File: config.mk
export PLATFORM = sky130hd
export DESIGN_NAME = hazard_unit
export DESIGN_NICKNAME = d
export VERILOG_FILES = /design/src/rtl/hazard_unit.sv
export SDC_FILE = /design/constraint.sdc
export NUM_CORES = 1
export LEC_CHECK = 0
export ABC_AREA = 1
export CORE_UTILIZATION = 47
export DETAILED_ROUTE_END_ITERATION = 10
export HOLD_SLACK_MARGIN = 0.05
export MAX_ROUTING_LAYER = met4
export PLACE_DENSITY_LB_ADDON = 0.15
export SLEW_MARGIN = 20
export SYNTH_ARGS = -nofsm -noshare
export SYNTH_HDL_FRONTEND = slang
export SYNTH_SLANG_ARGS = --single-unit
File: constraint.sdc
create_clock -name clk -period 1.9 [get_ports clk]
set_input_delay 0.19 -clock clk [delete_from_list [all_inputs] [get_ports clk]]
set_output_delay 0.19 -clock clk [all_outputs]
set_load 0.01 [all_outputs]
File: src/rtl/hazard_unit.sv
// ---------------------------------------------------------------------------
// hazard_unit : ID-stage forwarding select, load-use stall, stall counter
// Revision    : 1.0
// ---------------------------------------------------------------------------
`default_nettype none

module hazard_unit #(
  parameter int CNT_W = 16
) (
  input  logic             clk,
  input  logic             reset,
  input  logic [4:0]       Rs,
  input  logic [4:0]       Rt,
  input  logic [4:0]       Rd_EX,
  input  logic [4:0]       Rd_MEM,
  input  logic [4:0]       Rd_WB,
  input  logic             RegWrite_EX,
  input  logic             RegWrite_MEM,
  input  logic             RegWrite_WB,
  input  logic             MemRead_EX,
  input  logic             RPzero_EX,
  input  logic             RPzero_MEM,
  input  logic             RPzero_WB,
  output logic [1:0]       ForwardA,
  output logic [1:0]       ForwardB,
  output logic             Stall,
  output logic [CNT_W-1:0] stall_count
);

  localparam logic [1:0] c_sel_rf  = 2'b00;
  localparam logic [1:0] c_sel_ex  = 2'b01;
  localparam logic [1:0] c_sel_mem = 2'b10;
  localparam logic [1:0] c_sel_wb  = 2'b11;
  localparam logic [4:0] c_r30     = 5'd30;

  logic w_valid_ex;
  logic w_valid_mem;
  logic w_valid_wb;

  // R0 reads as zero and R30 writes are dropped, so neither may be forwarded.
  assign w_valid_ex  = RegWrite_EX  & ~RPzero_EX  & (Rd_EX  != 5'd0) & (Rd_EX  != c_r30);
  assign w_valid_mem = RegWrite_MEM & ~RPzero_MEM & (Rd_MEM != 5'd0) & (Rd_MEM != c_r30);
  assign w_valid_wb  = RegWrite_WB  & ~RPzero_WB  & (Rd_WB  != 5'd0) & (Rd_WB  != c_r30);

  always_comb begin
    ForwardA = c_sel_rf;
    if (w_valid_ex && (Rd_EX == Rs))
      ForwardA = c_sel_ex;
    else if (w_valid_mem && (Rd_MEM == Rs))
      ForwardA = c_sel_mem;
    else if (w_valid_wb && (Rd_WB == Rs))
      ForwardA = c_sel_wb;
  end

  always_comb begin
    ForwardB = c_sel_rf;
    if (w_valid_ex && (Rd_EX == Rt))
      ForwardB = c_sel_ex;
    else if (w_valid_mem && (Rd_MEM == Rt))
      ForwardB = c_sel_mem;
    else if (w_valid_wb && (Rd_WB == Rt))
      ForwardB = c_sel_wb;
  end

  assign Stall = MemRead_EX & w_valid_ex & ((Rd_EX == Rs) | (Rd_EX == Rt));

  logic [CNT_W-1:0] r_stall_count;

  always_ff @(posedge clk) begin
    if (reset)
      r_stall_count <= '0;
    else if (Stall && (r_stall_count != {CNT_W{1'b1}}))
      r_stall_count <= r_stall_count + 1'b1;
  end

  assign stall_count = r_stall_count;

endmodule

`default_nettype wire

==> out/qor.yml <==
floorplan:
  placementRows: 21
  start_util_pct: 50.2
  die_h_um: 62.2
  die_width_um: 62.2
  die_area_mm2: 0.00386
  io_pins: 55
  core_mm2: 0.00339
logic_synthesis:
  synth_seq_cells: 16
  synth_fp_nets: 332
  synth.cell_area_mm2: 0.00170
  synth_edf_count: 0
  synth_warnings: 0
  syn_inst: 297
  async_flop_share_pct: 0
  yosys.area.top_type: "nand2_1"
  synth_ff_type: "dfxtp_1"
  netlist-cell-type-count: 28
  synthTopCellsByArea: "nand2_1, dfxtp_1, nor2_1"
  synth.avg_cell_area_um2: 5.73
  ys_seq_area_share_pct: 18.8
  synth_top_cell_area_share_pct: 21.2
power_and_ir_drop:
  irDropWorstVdd_uv: 364
  cellLeakagePower_nw: 1.26
  p_total_uw: 835
  cellPowerDensity_mw_per_mm2: 338
job:
  maxCapViolations: 0
timing:
  timing.setup.tns_ns: 0
  report.final.slew_viol_count: 0
  worstMarginPinSlew_ns: 0.384
  final-setup-viol-count: 0
  hold_violations: 0
  fin_crit_ns: 1.87
  finClkSkew_ns: 0.00581
  maxSlewHeadroom_pct: 74.3
  fin_crit_sh_pct: 98.2
  fmax_ghz: 0.536
routing:
  drt_iter0_drc: 138
  ant_nets: 0
  drc_errors: 0
  vias_per_cell: 4.97
  num_vias: 2041
  wire_per_inst_um: 11.8
  first_pass_iters: 5
  routed_wl_um: 4840
worst_hold_path:
  whs_path_depth: 2
  min_path_type: "flop to flop"
  hp-start: "stall_count[15]$_SDFFE_PP0P_"
  hold_path_end: "stall_count[15]$_SDFFE_PP0P_"
cts:
  post-cts-setup-buffers: 0
  cts_buffer_depth: 2
  clock_sinks: 16
  clkLatencyLatePin_ns: 0.30
  cts-htree-levels: 1
  clock-root-buffer: "clkbuf_4"
  clkTransAtPathRegs_ns: 0.09
  hold_buffers: 0
  cts_made_buffers: 3
  cts_tree: "yes"
finish:
  fin_cells: 411
  layout-drive-gt1-share_pct: 14.5
  nets: 401
  n_antenna_cell: 0
  largest_reg_flops: 16
  syn_to_final_growth_pct: 45.2
  num-fill-cells: 295
  final_common_cell: "nand2_1"
  mostFrequentLayoutCells: "nand2_1, nor2_1, inv_1"
  post-route-util_pct: 72.8
global_routing:
  grt_pass1_vias: 1738
  grtUsageTotal_pct: 25.3
  grt_antenna_before_repair: 0
  grt_max_degree: 23
  grt_first_pass_wirelength_um: 7620
  grt_overflow: 0
critical_path:
  crit_type: "input pin to primary output"
  path_cells: "clkdlybuf4s50_1 > xor2_1 > nor4_2 > nand2_1 > a21oi_2 > clkdlybuf4s15_2"
  critPathLaunchType: "input pin"
  r2r_start: "stall_count[0]$_SDFFE_PP0P_"
  crit_arrival_ns: 1.68
  crit_required_ns: 1.71
  critPathSlowestCell: "clkdlybuf4s50_1"
  endpoint_kind: "primary output"
  reg2reg_depth: 9
  crit_fanout: 3
  r2r_end: "stall_count[14]$_SDFFE_PP0P_"
  r2r_slack_ns: 0.27
  critPathMaxStageDelay_ns: 0.51
placement:
  portBuffers: 54
  gp_congestion: 0.959
  dpl.hpwl_um: 3690
  dp_cells: 407
status:
  status: "finished, final reports clean"
[layer usage]
layer	track usage (%)	share of wire, %	vias up
met5	-	0	-
met4	5.52	0.70	0
met3	5.33	5.7	4
met2	39.4	48	56
met1	33.6	46	916
li1	-	-	1065
[repair_timing]
item                       CTS  global route
resized for setup           32            15
pin swaps                    2             4
setup endpoints to repair    5             4
[final cells by class]
| class | count | area, um2 | area share [%] |
|---|---|---|---|
| clock buffer | 4 | 36.3 | 1.47 |
| inverter | 48 | 185 | 7.50 |
| multi-input combinational | 228 | 1220 | 49.4 |
| sequential | 16 | 320 | 13.0 |
| tap | 46 | 57.6 | 2.33 |
| timing repair buffer | 69 | 649 | 26.3 |
[kinds of logic (layout without fill, tap and decap cells)]
family	after synthesis	after routing	synth area share [%]
DFF	16	16	18.8
and+or+nand+nor	199	199	54.7
AOI/OAI and AO/OA	9	9	2.80
adders and majority gates	1	1	0.736
buffers and inverters	53	121	13.1
xor gates and xnor gates	19	19	9.79
[worst max path at each step]
stage | start | end | slack (ns)
6_report | Rt[2] | ForwardB[1] | 0.03
5_1_grt | Rd_MEM[1] | ForwardB[1] | -0.08
4_1_cts | Rd_MEM[1] | ForwardA[0] | 0.004
3_5_place_dp | Rd_MEM[4] | ForwardB[1] | -0.40
3_3_place_gp | Rd_MEM[4] | ForwardB[1] | -0.38
2_1_floorplan | stall_count[1]$_SDFFE_PP0P_ | stall_count[0]$_SDFFE_PP0P_ | 0.42
[critical path, delay by kind of cell]
kind | cells | cell delay (ns)
buffers and inverters | 2 | 0.74
and+or+nand+nor | 2 | 0.40
xor gates and xnor gates | 1 | 0.20
AOI/OAI and AO/OA | 1 | 0.15
[Yosys cell counts (2+ instances only)]
cell type and instances:
nor2_4 2, nor2_1 45, xor2_1 8, a21oi_1 7
dfxtp_1 16, inv_2 6, nand2_2 2, and2_1 2
nor4_1 2, nand4_1 21, inv_1 41, nand3_4 2
buf_4 3, xnor2_1 11, nand3b_1 3, nand3_1 18
nand2_1 96, nand3_2 2
[power by group]
part / internal, mW / switching, mW
combinational: 0.123 / 0.139
sequential: 0.336 / 0.00120
clock: 0.117 / 0.119
total: 0.576 / 0.259
[per-stage QoR]
step	hold slack [ns]	area, um2	setup slack, ns
global placement	0.497	2370	-0.382
CTS	0.515	2430	0.00375
global route	0.566	2470	-0.0774
finish	0.516	2470	0.0350
floorplan	0.259	1700	0.420
detailed placement	0.499	2370	-0.403
(Power assumes the default switching activity.)
